$ cat src/rtl/neureka_infeat_loader.sv
// Input feature loader: realigns byte-misaligned memory beats into one
// BLOCK_SIZE-byte pixel slice per output handshake, inserting zero slices for padding.
//
// state | meaning
// IDLE  | waiting for start_i, config latched on start
// PRIME | fetching the first beat of a misaligned load into the hold register
// RUN   | emitting pixels 0..load_len-1 through the single-entry output register
// DONE  | one-cycle completion pulse, then back to IDLE
module neureka_infeat_loader #(
   parameter int unsigned BLOCK_SIZE = 32,
   parameter int unsigned NW         = 64,
   parameter int unsigned LW         = $clog2(NW) + 1,
   parameter int unsigned OW         = $clog2(BLOCK_SIZE)
) (
   input  logic                    clk_i,
   input  logic                    rst_ni,
   input  logic                    enable_i,
   input  logic                    clear_i,
   input  logic                    start_i,
   input  logic [LW-1:0]           load_len_i,
   input  logic [OW-1:0]           offset_i,
   input  logic [NW-1:0]           pad_mask_i,
   input  logic [BLOCK_SIZE*8-1:0] in_data_i,
   input  logic                    in_valid_i,
   output logic                    in_ready_o,
   output logic [BLOCK_SIZE*8-1:0] out_data_o,
   output logic                    out_valid_o,
   input  logic                    out_ready_i,
   output logic                    busy_o,
   output logic                    done_o
);

   localparam int unsigned DW = BLOCK_SIZE * 8;
   localparam int unsigned IW = $clog2(NW);

   typedef enum logic [1:0] {
      ST_IDLE,
      ST_PRIME,
      ST_RUN,
      ST_DONE
   } state_t;

   state_t          state_q,     state_d;
   logic [LW-1:0]   len_q,       len_d;
   logic [OW-1:0]   off_q,       off_d;
   logic [NW-1:0]   pad_q,       pad_d;
   logic [LW-1:0]   pix_cnt_q,   pix_cnt_d;
   logic [DW-1:0]   hold_q,      hold_d;
   logic [DW-1:0]   out_data_q,  out_data_d;
   logic            out_valid_q, out_valid_d;

   logic            adv;
   logic            pop;
   logic            pix_left;
   logic            cur_pad;
   logic            in_ready;
   logic [2*DW-1:0] cat_w;
   logic [DW-1:0]   slice;

   always_comb begin
      state_d     = state_q;
      len_d       = len_q;
      off_d       = off_q;
      pad_d       = pad_q;
      pix_cnt_d   = pix_cnt_q;
      hold_d      = hold_q;
      out_data_d  = out_data_q;
      out_valid_d = out_valid_q;
      in_ready    = 1'b0;

      adv      = !out_valid_q || out_ready_i;
      pop      = out_valid_q && out_ready_i;
      pix_left = (pix_cnt_q < len_q);
      cur_pad  = pad_q[pix_cnt_q[IW-1:0]];

      // Slice starts off_q bytes into the held beat and spills into the new one.
      cat_w = {in_data_i, hold_q} >> {off_q, 3'b000};
      slice = (off_q == '0) ? in_data_i : cat_w[DW-1:0];

      case (state_q)
         ST_IDLE: begin
            if (start_i) begin
               len_d     = load_len_i;
               off_d     = offset_i;
               pad_d     = pad_mask_i;
               pix_cnt_d = '0;
               if (load_len_i == '0) begin
                  state_d = ST_DONE;
               end else if (offset_i != '0) begin
                  state_d = ST_PRIME;
               end else begin
                  state_d = ST_RUN;
               end
            end
         end
         ST_PRIME: begin
            in_ready = 1'b1;
            if (in_valid_i) begin
               hold_d  = in_data_i;
               state_d = ST_RUN;
            end
         end
         ST_RUN: begin
            if (pop) begin
               out_valid_d = 1'b0;
            end
            if (pix_left && adv) begin
               if (cur_pad) begin
                  out_data_d  = '0;
                  out_valid_d = 1'b1;
                  pix_cnt_d   = pix_cnt_q + LW'(1);
               end else begin
                  in_ready = 1'b1;
                  if (in_valid_i) begin
                     out_data_d  = slice;
                     out_valid_d = 1'b1;
                     hold_d      = in_data_i;
                     pix_cnt_d   = pix_cnt_q + LW'(1);
                  end
               end
            end
            // All pixels issued and the last one leaves the output register.
            if (pop && !pix_left) begin
               state_d = ST_DONE;
            end
         end
         ST_DONE: begin
            state_d = ST_IDLE;
         end
         default: begin
            state_d = ST_IDLE;
         end
      endcase
   end

   always_ff @(posedge clk_i) begin
      if (!rst_ni || clear_i) begin
         state_q     <= ST_IDLE;
         len_q       <= '0;
         off_q       <= '0;
         pad_q       <= '0;
         pix_cnt_q   <= '0;
         hold_q      <= '0;
         out_data_q  <= '0;
         out_valid_q <= 1'b0;
      end else if (enable_i) begin
         state_q     <= state_d;
         len_q       <= len_d;
         off_q       <= off_d;
         pad_q       <= pad_d;
         pix_cnt_q   <= pix_cnt_d;
         hold_q      <= hold_d;
         out_data_q  <= out_data_d;
         out_valid_q <= out_valid_d;
      end
   end

   assign in_ready_o  = enable_i && in_ready;
   assign out_valid_o = enable_i && out_valid_q;
   assign out_data_o  = out_data_q;
   assign busy_o      = (state_q != ST_IDLE);
   assign done_o      = (state_q == ST_DONE);

endmodule

$ cat config.mk
export PLATFORM = sky130hd
export DESIGN_NAME = neureka_infeat_loader
export DESIGN_NICKNAME = d
export VERILOG_FILES = /design/src/rtl/neureka_infeat_loader.sv
export SDC_FILE = /design/constraint.sdc
export NUM_CORES = 2
export LEC_CHECK = 0
export BUFFER_PORTS_ARGS = -buffer_cell sky130_fd_sc_hd__buf_2
export CAP_MARGIN = 20
export CORE_MARGIN = 1.5
export CORE_UTILIZATION = 60
export DETAILED_ROUTE_END_ITERATION = 12
export GPL_ROUTABILITY_DRIVEN = 0
export HOLD_SLACK_MARGIN = 0.02
export PLACE_DENSITY = 0.88
export SYNTH_ARGS = -nofsm -noshare
export SYNTH_HDL_FRONTEND = slang
export SYNTH_SLANG_ARGS = --single-unit
$ cat constraint.sdc
create_clock -name clk_i -period 3 [get_ports clk_i]
set_clock_uncertainty 0.1 [all_clocks]
set_input_delay 0 -clock clk_i [delete_from_list [all_inputs] [get_ports clk_i]]
set_output_delay 0 -clock clk_i [all_outputs]
set_load 0.02 [all_outputs]
==> results.md, run 1 <==
- The run stopped with a tool error.
- The stage where the run ended is 5_1_grt.
- The tool reported: "[ERROR GRT-0116] Global routing finished with congestion. Check the congestion regions in the DRC Viewer".
- The clock net in this run drives a total of roughly 600 sinks.
- Global routing used 82.2% of the available tracks across all layers.
- The cell type with the largest total area after synthesis is sky130_fd_sc_hd__dfxtp_1.
- The number of synthesized flops with an enable pin is 0.
- The post-synthesis cell area is 0.0496 mm2.
- The global-route wire length before repair is 519 mm.
- The share of the synthesized area in the top cell type is between 20% and 30%.
- The number of placed I/O pins is ~600.
- The pre-CTS setup slack is -0.208 ns.
- Synthesis produced a netlist with a net count of 6300.
- Summing the sequential cell areas from Yosys gives 24.2% of the chip area.
- After synthesis, the mean cell area works out to about 8.3 um2.
- Entering global routing, the biggest net connects 102 pins.
- After synthesis, the cell types taking the most area are sky130_fd_sc_hd__dfxtp_1 24%, sky130_fd_sc_hd__mux4_2 19%, sky130_fd_sc_hd__nand2_1 14%, sky130_fd_sc_hd__mux2i_1 11%, sky130_fd_sc_hd__a31oi_1 4.1%.
- The distinct cell type count of the synthesized netlist is between 50 and 60.
- The count of buffers added on input and output ports is approximately 600.
- The die is a little under 300 um wide.
- Global routing finished with a remaining overflow of between 1000 and 1500.
- In this run the clock root is driven by a sky130_fd_sc_hd__clkbuf_16.
- The share of async-settable or async-resettable flops after synthesis is 0%.
- The chip height is slightly below 300 um.
- The wire-length estimate of the detail-placed layout is 195 mm.
- The maximum count of clock buffers along a single path is 3.
- The most used flip-flop cell after synthesis is sky130_fd_sc_hd__dfxtp_1.
- During synthesis, Yosys emitted a total of 0 warnings.
- Clock tree synthesis inserted a total of 70 buffers.
- The initialized floorplan defines between 100 and 150 standard-cell rows.
- The instance count of the mapped netlist is 5950.
- The number of global-route vias before repair is between 70000 and 80000.
- The H-tree depth is 3.
- Counting flops and latches in the post-synthesis netlist gives between 500 and 600.
- Once the floorplan was initialized, standard cells occupied approximately 60% of the core.
[synthesized netlist by cell type (all sizes together) (11+ instances only)]
master and instances:
a211oi 19, a31o 259, o211ai 188, mux2i 555
ha 11, a22oi 115, inv 17, a21oi 129
nor2 145, a31oi 325, a311oi 16, mux2 130
nand3 155, nand2 1793, a211o 18, nor2b 12
buf 233, a32oi 16, clkbuf 429, dfxtp 598
o21ai 294, mux4 411
[per-stage QoR]
| stage | area, um2 | util (%) | std cells | hold slack, ns |
|---|---|---|---|---|
| floorplan | 49600 | - | 5950 | 0.0360 |
| global placement | 56500 | 68.9 | 7529 | 0.141 |
| detailed placement | 56500 | 68.9 | 7529 | 0.147 |
| CTS | 63600 | 77.6 | 8117 | 0.0797 |
[routing by layer]
layer / overflow / global-route usage [%]
met1: 117 / 81.6
met5: 17 / 57.8
met2: 789 / 94.0
met3: 113 / 72.7
met4: 443 / 78.9
[cells by family after synthesis]
kind of cell	after synthesis	share of synthesized area, %
AND/OR/NAND/NOR	2138	16.8
AO/OA/AOI/OAI	1427	19.7
multiplexers	1096	32.8
buffers and inverters	680	6.24
flip-flops	598	24.2
adder cells (fa/ha/maj)	11	0.278
[repair_timing]
item,CTS
setup buffers,5
setup endpoints to repair,103
resized for setup,21
pin swaps,3
hold buffers,453
hold endpoints to repair,533
gates cloned,1
==> inputs of run 2 (changes only) <==
- CORE_UTILIZATION: 60 -> 40
- HOLD_SLACK_MARGIN: 0.02 -> default
- PLACE_DENSITY: 0.88 -> default
- PLACE_DENSITY_LB_ADDON: default -> 0.15
==> run 2 against run 1 <==
  * The flow now finishes, with violations (setup timing)
  * Area after synthesis unchanged
  * Synthesized cell count did not move
==> results.md, run 2 <==
- In this run the clock root is driven by a sky130_fd_sc_hd__clkbuf_16.
- The chip height is 355 um (+22%).
- Entering global routing, the biggest net connects 152 pins.
- The core area is around 0.12 mm2.
- The upper clock frequency limit is roughly 330 MHz.
- The worst register-to-register path begins at off_q[1].
- The post-synthesis share of cell area spent on and, or, nand and nor gates is 16.8% (unchanged).
- The total global-route track usage is about 45%.
- In this run the tightest slew margin relative to its limit is a little over a third.
- The critical path launch point is off_q[1].
- The fraction of final layout cells with drive strength greater than 1 is between 20 and 30%.
- The path category of the worst min-delay check is in2reg.
- Across the run, the number of max-cap violations was 0.
- Setup repair after global routing could not meet its margin everywhere.
- The flow ran to the end, but the final reports show violations.
- The most common cell in the synthesized netlist is sky130_fd_sc_hd__nand2_1.
- The final-report max-slew violation count is 0.
- For this design the static power due to leakage is 26.6 nW.
- The checks that failed: setup timing.
- The end of the worst register-to-register path is out_data_o[152].
- The worst setup slack for register-to-register paths is -0.07 ns.
- The number of global-route vias before repair is 56100.
- The distinct cell type count of the synthesized netlist is 57 (unchanged).
- After filler insertion, the fill cell instance count of the layout stands at approximately 11000.
- The share of the synthesized netlist area taken by xor and xnor gates is 0% (unchanged).
- By count the netlist is led by 1793 x sky130_fd_sc_hd__nand2_1, 598 x sky130_fd_sc_hd__dfxtp_1, 555 x sky130_fd_sc_hd__mux2i_1.
- The net count of the finished layout is 7640.
- Power spread over the standard cell area amounts to ~350 mW/mm2.
- The share of synthesized area spent on multiplexers is 32.8% (unchanged).
- The area growth from synthesis to layout is 37.6%.
- The sequential cell area is approximately 0.012 mm2.
- The worst register-to-register path has a depth of 10.
- The average wire length per cell after detail routing is ~33 um.
- Summed over all instances, the cell type with the most area after synthesis is sky130_fd_sc_hd__dfxtp_1.
- The most common library cell in the layout ignoring fill and taps is sky130_fd_sc_hd__nand2_1.
- The flip-flop and latch count after synthesis is 598 (unchanged).
- The post-synthesis share of cell area spent on full adders, half adders and majority gates is 0.278% (unchanged).
- In the routed design, unresolved DRC markers number 0.
- The share of async-settable or async-resettable flops after synthesis is 0% (unchanged).
- The mean instance size in the synthesized netlist is 8.33 um2 (unchanged).
- The share of the clock period used by the worst path after layout is 102%.
- The peak supply drop is a little under 0.0005 V.
- The first-pass detailed-route iteration total is 7.
- The horizontal die dimension is 355 um (+22%).
- The synthesis warning total is 0 (unchanged).
- In the layout the commonest cells are 1792 x sky130_fd_sc_hd__nand2_1, 621 x sky130_fd_sc_hd__dlygate4sd3_1, 597 x sky130_fd_sc_hd__buf_2, 591 x sky130_fd_sc_hd__dfxtp_1, 543 x sky130_fd_sc_hd__mux2i_1.
- The final wirelength is 298 mm.
- The number of port buffers is 598 (unchanged).
- The instance count of the mapped netlist came to 5950 (unchanged).
- Ranked by total cell area, the synthesized netlist is headed by sky130_fd_sc_hd__dfxtp_1 24%, sky130_fd_sc_hd__mux4_2 19%, sky130_fd_sc_hd__nand2_1 14%, sky130_fd_sc_hd__mux2i_1 11%, sky130_fd_sc_hd__a31oi_1 4.1%.
- The number of CTS-inserted buffers is 76 (+8.6%).
- The transition time at the pin with the least slew margin is about 0.95 ns.
- The data required time at the worst endpoint is 3.59 ns.
- The overall power is between 20 and 25 mW.
- STA puts the critical path data arrival time at 3.66 ns.
- The residual antenna-violating net count after detailed routing is 0.
- STA classifies the critical path startpoint as a flop.
- The post-synthesis cell area is 0.0496 mm2 (unchanged).
- The total overflow left after global routing is 0.
- In this run, the number of DRC markers left after iteration 0 of detailed routing was roughly 8700.
- The total nets after synthesis came to 6300 (unchanged).
- The element type at the critical path end is a flop.
- The die covers between 0.1 and 0.15 mm2.
- The count of clock tree sinks is 598 (unchanged).
- The number of synthesized flops with an enable pin is 0 (unchanged).
- The maximum count of clock buffers along a single path is 3 (unchanged).
- The maximum fanout count along the critical path is 70.
- The critical path endpoint is out_data_o[152].
- The category of the most critical setup path is reg2reg.
- The compound-gate portion of the synthesized area is 19.7% (unchanged).
- The count of final setup violators is 19.
- The tightest hold path in the finished design has a slack of between 0.015 and 0.02 ns.
- The final hold violation count was 0.
- The CTS clock-pin slew for the worst setup and hold paths is 0.06 ns.
- The share of the yosys chip area belonging to registers is 24.2% (unchanged).
- The most used flip-flop cell after synthesis is sky130_fd_sc_hd__dfxtp_1.
- The global-route wire length before repair is slightly above 400 mm.
- The placed wire-length estimate after detailed placement is 220 mm (+13%).
- The combinational family with the most area after synthesis is multiplexers.
- The number of placed I/O pins came to 599 (unchanged).
- The total number of placement rows was 128 (+22%).
- In the routed layout, each cell is associated on average with a via count of 6.66.
- The smallest setup slack after layout is -0.0723 ns.
- The number of antenna violations at the first check in global routing is roughly 110.
- The clock period minus final worst setup slack is 3.07 ns.
- The clock reaches the later pin of the worst-skew pair after approximately 0.76 ns.
- The H-tree depth is 3 (unchanged).
- The via total after detailed routing is 60100.
- The TritonCTS clock tree is yes.
- The initial core utilization is 40.5% (-20 points).
- The total area of multi-input combinational cells is ~0.035 mm2.
- The share of the synthesized area in the top cell type is 24.2% (unchanged).
## run 2: cell counts after synthesis
No cell type changed its count.
## run 2: kinds of logic (layout without fill, tap and decap cells)
| kind of cell | Yosys count | after routing |
|---|---|---|
| compound gates | 1427 | 1427 |
| fa+ha+maj | 11 | 11 |
| buf+inv | 680 | 2075 |
| flops | 598 | 598 |
| mux | 1096 | 1096 |
| other cells | 0 | 50 |
| simple gates | 2138 | 2139 |
## run 2: worst min path at each step
stage,slack (ns),from,end,cells after the start
2_1_floorplan,0.04,pad_mask_i[13],pad_q[13],2
3_3_place_gp,0.14,pad_mask_i[5],pad_q[5],3
3_5_place_dp,0.15,pad_mask_i[19],pad_q[19],3
4_1_cts,0.01,in_data_i[198],hold_q[198],4
5_1_grt,0.02,in_data_i[230],hold_q[230],4
6_report,0.02,in_data_i[253],hold_q[253],4
## run 2: report_power, final
group,switching (mW),internal [mW],leakage (nW)
Combinational,3.76,2.36,20.5
Sequential,0.0458,7.97,4.82
Clock,4.27,5.38,1.21
## run 2: layout make-up
| type | instances | area share, % |
|---|---|---|
| flip-flops and latches | 598 | 17.6 |
| clock inverters | 34 | 0.602 |
| clock buffers | 100 | 3.05 |
| well taps | 1625 | 2.98 |
| multi-input cells | 4673 | 51.1 |
| repair buffers | 1923 | 24.4 |
| inverters | 18 | 0.125 |
| diodes | 50 | 0.183 |
## run 2: per-stage QoR
| stage | cell area, um2 | util [%] | setup TNS (ns) | setup WS, ns | instances |
|---|---|---|---|---|---|
| 2_1_floorplan | 49600 | - | 0 | 0.293 | 5950 |
| 3_3_place_gp | 58300 | 47.7 | -1.61 | -0.332 | 8175 |
| 3_5_place_dp | 58300 | 47.7 | -2.06 | -0.394 | 8175 |
| 4_1_cts | 67300 | 55.0 | 0 | 0.00443 | 8935 |
| 5_1_grt | 68100 | 55.7 | -0.496 | -0.0478 | 8991 |
| 6_report | 68200 | 55.7 | -0.396 | -0.0723 | 9021 |
## run 2: critical path, stage by stage, from the launching register on
cell and delay [ns]:
sky130_fd_sc_hd__dfxtp_4 0.37, sky130_fd_sc_hd__buf_4 0.14, sky130_fd_sc_hd__buf_12 0.16, sky130_fd_sc_hd__or4_4 0.61, sky130_fd_sc_hd__nor2_4 0.16, sky130_fd_sc_hd__buf_4 0.24, sky130_fd_sc_hd__buf_12 0.34, sky130_fd_sc_hd__a22oi_1 0.16
sky130_fd_sc_hd__o21ai_0 0.26, sky130_fd_sc_hd__buf_4 0.29, sky130_fd_sc_hd__a31o_1 0.15
## run 2: repair_timing
| action | 4_1_cts | 5_1_grt |
|---|---|---|
| endpoints found under the hold margin | 572 | 0 |
| setup buffers | 4 | 26 |
| gates resized for setup | 39 | 97 |
| endpoints found under the setup margin | 124 | 418 |
| pin swaps | 8 | 14 |
| hold buffers | 621 | 0 |
| cloned | 2 | 10 |
## run 2: metal layers
layer / vias to the layer above / wire length, um / global-route usage [%]
met1: 28900 / 99800 / 50.4
li1: 24800 / - / -
met2: 4710 / 124000 / 66.5
met4: 94 / 28700 / 34.0
met3: 1598 / 44200 / 23.2
met5: - / 636 / 0
(Power assumes the default switching activity.)
